$ cat src/rtl/adder_chunk_seq.sv
// rtl/adder_chunk_seq.sv - multi-cycle chunked add/subtract unit with start/busy/done handshake
// Sums WIDTH-bit operands CHUNK bits per clock, LSB chunk first, carry registered between chunks.
module adder_chunk_seq #(
  parameter int WIDTH = 16,
  parameter int CHUNK = 4
) (
  input  logic             clk,
  input  logic             rst_n,
  input  logic             start,
  input  logic             sub,
  input  logic [WIDTH-1:0] a,
  input  logic [WIDTH-1:0] b,
  input  logic             ci,
  output logic             busy,
  output logic             done,
  output logic [WIDTH-1:0] q,
  output logic             co,
  output logic             ovf
);

  localparam int NCHUNK = WIDTH / CHUNK;
  localparam int IDXW   = (NCHUNK > 1) ? $clog2(NCHUNK) : 1;
  localparam logic [IDXW-1:0] LAST_IDX = IDXW'(NCHUNK - 1);

  typedef enum logic [1:0] {
    S_IDLE = 2'd0,
    S_RUN  = 2'd1,
    S_DONE = 2'd2
  } state_t;

  state_t            state_q, state_d;
  logic [WIDTH-1:0]  a_q, a_d;
  logic [WIDTH-1:0]  b_q, b_d;
  logic [WIDTH-1:0]  q_q, q_d;
  logic [IDXW-1:0]   idx_q, idx_d;
  logic              carry_q, carry_d;
  logic              co_q, co_d;
  logic              ovf_q, ovf_d;

  logic [CHUNK-1:0]  a_ch;
  logic [CHUNK-1:0]  b_ch;
  logic [CHUNK:0]    sum_c;
  logic              accept;

  always_ff @(posedge clk or negedge rst_n) begin
    if (!rst_n) begin
      state_q <= S_IDLE;
      a_q     <= '0;
      b_q     <= '0;
      q_q     <= '0;
      idx_q   <= '0;
      carry_q <= 1'b0;
      co_q    <= 1'b0;
      ovf_q   <= 1'b0;
    end else begin
      state_q <= state_d;
      a_q     <= a_d;
      b_q     <= b_d;
      q_q     <= q_d;
      idx_q   <= idx_d;
      carry_q <= carry_d;
      co_q    <= co_d;
      ovf_q   <= ovf_d;
    end
  end

  // Chunk select: constant slices picked by the chunk index keep every select in range.
  always_comb begin
    a_ch = '0;
    b_ch = '0;
    for (int k = 0; k < NCHUNK; k++) begin
      if (idx_q == IDXW'(k)) begin
        a_ch = a_q[k*CHUNK +: CHUNK];
        b_ch = b_q[k*CHUNK +: CHUNK];
      end
    end
    sum_c = {1'b0, a_ch} + {1'b0, b_ch} + {{CHUNK{1'b0}}, carry_q};
  end

  assign accept = start && ((state_q == S_IDLE) || (state_q == S_DONE));

  always_comb begin
    state_d = state_q;
    a_d     = a_q;
    b_d     = b_q;
    q_d     = q_q;
    idx_d   = idx_q;
    carry_d = carry_q;
    co_d    = co_q;
    ovf_d   = ovf_q;

    case (state_q)
      S_IDLE, S_DONE: begin
        if (accept) begin
          // Subtract is a + ~b + ~ci, so borrow-in becomes an inverted carry-in.
          a_d     = a;
          b_d     = sub ? ~b : b;
          carry_d = sub ? ~ci : ci;
          idx_d   = '0;
          q_d     = '0;
          co_d    = 1'b0;
          ovf_d   = 1'b0;
          state_d = S_RUN;
        end else begin
          state_d = S_IDLE;
        end
      end
      S_RUN: begin
        for (int k = 0; k < NCHUNK; k++) begin
          if (idx_q == IDXW'(k)) begin
            q_d[k*CHUNK +: CHUNK] = sum_c[CHUNK-1:0];
          end
        end
        carry_d = sum_c[CHUNK];
        if (idx_q == LAST_IDX) begin
          co_d    = sum_c[CHUNK];
          ovf_d   = (a_q[WIDTH-1] == b_q[WIDTH-1]) && (sum_c[CHUNK-1] != a_q[WIDTH-1]);
          state_d = S_DONE;
        end else begin
          idx_d = idx_q + IDXW'(1);
        end
      end
      default: begin
        state_d = S_IDLE;
      end
    endcase
  end

  assign busy = (state_q == S_RUN);
  assign done = (state_q == S_DONE);
  assign q    = q_q;
  assign co   = co_q;
  assign ovf  = ovf_q;

endmodule

$ cat config.mk
export PLATFORM = sky130hd
export DESIGN_NAME = adder_chunk_seq
export DESIGN_NICKNAME = d
export VERILOG_FILES = /design/src/rtl/adder_chunk_seq.sv
export SDC_FILE = /design/constraint.sdc
export NUM_CORES = 1
export LEC_CHECK = 0
export CORE_UTILIZATION = 55
export DETAILED_ROUTE_END_ITERATION = 10
export DONT_BUFFER_PORTS = 1
export PLACE_DENSITY = 0.71
export SLEW_MARGIN = 20
export SYNTH_ARGS = -nofsm -noshare
export SYNTH_HDL_FRONTEND = slang
export SYNTH_SLANG_ARGS = --single-unit
$ cat constraint.sdc
create_clock -name clk -period 6.35 [get_ports clk]
set_input_delay 0.3175 -clock clk [delete_from_list [all_inputs] [get_ports clk]]
set_output_delay 0.3175 -clock clk [all_outputs]
set_load 0.01 [all_outputs]
==> impl_metrics.prom <==
# TYPE chip_impl_metric gauge
chip_impl_info{name="tritoncts",value="done"} 1
chip_impl_metric{name="place_worst_setup_slack",unit="ps"} 3447
chip_impl_metric{name="globalplace.congestion",unit=""} 0.7491
chip_impl_metric{name="grt-ovfl-total",unit=""} 0
chip_impl_metric{name="edff_count_synth",unit=""} 0
chip_impl_metric{name="initial_utilization",unit="%"} 58.74
chip_impl_metric{name="power.ir.vdd_worst",unit="mV"} 0.2250
chip_impl_metric{name="slew-limit-headroom",unit="%"} 44.84
chip_impl_metric{name="floorplan.io_pins",unit=""} 57
chip_impl_metric{name="number_of_gates_resized_after_cts",unit=""} 0
chip_impl_metric{name="post_synth_and_or_nand_nor_area_fraction",unit="%"} 14.05
chip_impl_metric{name="cts_made_buffers",unit=""} 5
chip_impl_metric{name="timing_worst_slew_pin_value",unit="ps"} 827.3
chip_impl_metric{name="areaGrowthSynthToFinish",unit="%"} 4.321
chip_impl_metric{name="power.share.clock",unit="%"} 15.5
chip_impl_info{name="source_of_the_worst_register_to_register_timing_path",value="idx_q[1]$_DFFE_PN0P_"} 1
chip_impl_metric{name="total_clock_sinks",unit=""} 55
chip_impl_info{name="timing.critical_path.from_type",value="register"} 1
chip_impl_info{name="crit_start",value="idx_q[1]$_DFFE_PN0P_"} 1
chip_impl_metric{name="switchingPower",unit="mW"} 0.7281
chip_impl_metric{name="grt_use_total",unit="%"} 21.14
chip_impl_metric{name="combPwrFrac",unit="%"} 48.6
chip_impl_metric{name="post_route_cells_drive_above_1_share",unit="%"} 15.75
chip_impl_metric{name="achievable-frequency",unit="MHz"} 335.4
chip_impl_metric{name="setup_slack",unit="ps"} 3368
chip_impl_metric{name="diodes",unit=""} 0
chip_impl_info{name="largest_family_of_logic_cells_by_synthesized_area",value="simple AND/OR/NAND/NOR gates"} 1
chip_impl_info{name="cp-end-kind",value="register"} 1
chip_impl_metric{name="worstPathMaxFanout",unit=""} 16
chip_impl_info{name="timing.hold.worst_endpoint",value="a_q[9]$_DFFE_PN0P_"} 1
chip_impl_metric{name="syn_nets",unit=""} 307
chip_impl_metric{name="worstSkewPairLatency",unit="ps"} 310
chip_impl_metric{name="postCtsSetupRepairBufs",unit=""} 0
chip_impl_metric{name="drt-total-wl",unit="um"} 5297
chip_impl_metric{name="dr.first_iter.drc_count",unit=""} 144
chip_impl_metric{name="worst_path_required_time",unit="ps"} 6540
chip_impl_metric{name="finalSetupViolations",unit=""} 0
chip_impl_metric{name="wire_per_inst",unit="um"} 16.50
chip_impl_metric{name="synth-adder-area-share",unit="%"} 4.452
chip_impl_metric{name="muxShareOfSynthArea",unit="%"} 8.599
chip_impl_metric{name="finalCriticalPeriod",unit="ps"} 2982
chip_impl_metric{name="final_clock_skew",unit="ps"} 11.66
chip_impl_metric{name="drt_pass1_iterations",unit=""} 4
chip_impl_info{name="status",value="finished clean"} 1
chip_impl_metric{name="dieHeight",unit="um"} 74.19
chip_impl_info{name="crit_path_kind",value="reg -> reg"} 1
chip_impl_info{name="final_common_cell",value="dfrtp_1"} 1
chip_impl_metric{name="finalHoldViolations",unit=""} 0
chip_impl_metric{name="holdPathStages",unit=""} 1
chip_impl_metric{name="dp_hpwl",unit="um"} 3601
chip_impl_metric{name="sequentialPowerShare",unit="%"} 35.9
chip_impl_metric{name="detailed_route_via_count",unit=""} 1806
chip_impl_metric{name="postSynthCellCount",unit=""} 261
chip_impl_metric{name="grt_antenna_before_repair",unit=""} 0
chip_impl_info{name="post_synth_main_area_contributors",value="dfrtp_1 48%, mux2_4 7.9%, xnor2_1 5.2%"} 1
chip_impl_metric{name="setup_total_negative_slack",unit="ps"} 0
chip_impl_metric{name="synth_seq_cells",unit=""} 55
chip_impl_metric{name="drc",unit=""} 0
chip_impl_metric{name="internal_power",unit="mW"} 1.044
chip_impl_metric{name="htree_num_levels",unit=""} 2
chip_impl_metric{name="netlist-cell-type-count",unit=""} 37
chip_impl_metric{name="grt_start_max_net_pins",unit=""} 72
chip_impl_metric{name="core_area",unit="um^2"} 4880
chip_impl_info{name="synth_largest_area_cell",value="dfrtp_1"} 1
chip_impl_metric{name="synthArstFlopShare",unit="%"} 100.0
chip_impl_metric{name="synth-warning-count",unit=""} 0
chip_impl_metric{name="timing.final.max_slew_violations",unit=""} 0
chip_impl_metric{name="post_synthesis_share_of_cell_area_spent_on_xor_and_xnor_gates",unit="%"} 6.067
chip_impl_info{name="worst_hold_path_type",value="in -> reg"} 1
chip_impl_metric{name="syn_area",unit="um^2"} 2866
chip_impl_metric{name="fin_crit_sh",unit="%"} 46.95
chip_impl_metric{name="buffer_ports.inserted",unit=""} 0
chip_impl_metric{name="total_power",unit="mW"} 1.773
chip_impl_info{name="hold_sp",value="a[9]"} 1
chip_impl_metric{name="ant_nets",unit=""} 0
chip_impl_info{name="mostFrequentLayoutCells",value="55 x dfrtp_1, 24 x nand2_1, 22 x o21ai_1, 21 x nand3_1, 17 x xnor2_1"} 1
chip_impl_metric{name="synth_top_area_share",unit="%"} 48.01
chip_impl_metric{name="r2r_cells",unit=""} 9
chip_impl_metric{name="die_area",unit="um^2"} 5504
chip_impl_metric{name="swShare",unit="%"} 41.08
chip_impl_metric{name="power.density",unit="nW/um^2"} 592.8
chip_impl_metric{name="average_via_count_per_standard_cell",unit=""} 5.626
chip_impl_metric{name="fp-row-count",unit=""} 25
chip_impl_metric{name="synth.avg_cell_area",unit="um^2"} 10.98
chip_impl_metric{name="maxCapViolCount",unit=""} 0
chip_impl_metric{name="yosysSeqAreaShare",unit="%"} 48.01
chip_impl_info{name="synth_flop_cell",value="dfrtp_1"} 1
chip_impl_info{name="root_buffer",value="clkbuf_8"} 1
chip_impl_metric{name="critPathArrivalTime",unit="ps"} 3170
chip_impl_metric{name="rrSetupSlack",unit="ps"} 3370
chip_impl_metric{name="cts-root-to-sink-buffers",unit=""} 2
chip_impl_metric{name="synth-compound-area-share",unit="%"} 13.49
chip_impl_metric{name="cts.clk_slew.worst_paths",unit="ps"} 100
chip_impl_metric{name="global_route_wire_length_before_repair",unit="um"} 8666
chip_impl_info{name="crit-reg2reg-capture",value="q[2]$_DFFE_PN0P_"} 1
chip_impl_metric{name="first_global_vias",unit=""} 1791
chip_impl_metric{name="die_width",unit="um"} 74.19
chip_impl_metric{name="leakagePower",unit="nW"} 1.350
chip_impl_info{name="grt_setup_unrepaired",value="false"} 1
chip_impl_metric{name="nNetsFinal",unit=""} 299
-- cell families (layout without fill, tap and decap cells) --
group,count (synthesis),count (layout)
mux,17,17
compound gates,62,62
xor+xnor,19,19
simple gates,76,76
buf+inv,23,16
flops,55,55
fa+ha+maj,9,9
-- sequential cells by signal, indices dropped and copies added (netlist names) --
signal   cells
ovf          1
q           16
b_q         16
idx_q        2
a_q         16
state_q      2
co           1
carry_q      1
-- synthesized netlist by cell type (2+ instances only) --
cell	instances
a221oi_2	5
nor3_2	2
nor3_1	3
o21ai_0	15
nand3b_1	3
xnor2_1	17
inv_1	6
nor2b_1	11
dfrtp_1	55
fa_1	2
o21ai_1	22
nand2_2	5
o31ai_1	2
mux2_4	15
ha_1	7
nand3_1	21
buf_2	6
a21o_1	3
clkbuf_2	2
nand2_1	24
a21oi_1	11
nor2_1	2
buf_4	3
buf_6	6
-- worst max-delay path by stage --
stage | slack (ps) | end
finish | 3370 | q[2]$_DFFE_PN0P_
global route | 3200 | q[2]$_DFFE_PN0P_
CTS | 3400 | q[2]$_DFFE_PN0P_
detailed placement | 3450 | q[2]$_DFFE_PN0P_
global placement | 3540 | q[2]$_DFFE_PN0P_
floorplan | 3860 | q[2]$_DFFE_PN0P_
-- per-stage QoR --
step	std cells	instance area [um^2]	utilization (%)	hold slack, ps
after floorplan	261	2867	-	21.91
after global placement	311	2820	57.79	23.46
after detailed placement	311	2820	57.79	23.69
after CTS	321	2990	61.28	138.1
after global routing	321	2990	61.28	131.2
final	321	2990	61.28	141.5
-- worst max-delay path, stage by stage, from the launching register on --
cell and delay, ps:
dfrtp_1 430, inv_1 110, ha_1 540, a221oi_2 140, nor3_1 180, a21oi_1 90
fa_1 500, fa_1 420, xor2_1 320, o21ai_0 130
-- metal layers --
| metal | GRT usage [%] | part of all wire, % | vias to the layer above |
|---|---|---|---|
| met4 | 7.906 | 1.5 | 0 |
| met3 | 5.556 | 5.6 | 6 |
| met5 | 0 | 0 | - |
| met1 | 29.03 | 47 | 861 |
| li1 | - | - | 888 |
| met2 | 32.32 | 46 | 51 |
-- area by class of cell --
| class | instances | area [um^2] |
|---|---|---|
| clock buffers | 6 | 72.57 |
| clock inverters | 2 | 60.06 |
| fillers | 419 | 1889 |
| inverters | 6 | 22.52 |
| multi-input cells | 183 | 1338 |
| flip-flops and latches | 55 | 1376 |
| well taps | 67 | 83.83 |
| repair buffers | 2 | 37.54 |
-- what timing repair did --
item,CTS,global route
hold buffers,2,0
setup endpoints to repair,0,0
endpoints found under the hold margin,55,0
-- power by group through the flow --
| stage | Combinational (mW) | Sequential, mW | Clock (mW) |
|---|---|---|---|
| CTS | 0.869 | 0.637 | 0.275 |
| detailed placement | 0.852 | 0.643 | 0 |
| finish | 0.862 | 0.636 | 0.274 |
| global route | 0.974 | 0.657 | 0.287 |
| floorplan | 0.749 | 0.603 | 0 |
| global placement | 0.826 | 0.641 | 0 |
Note: power is estimated with default switching activity, not from simulation.
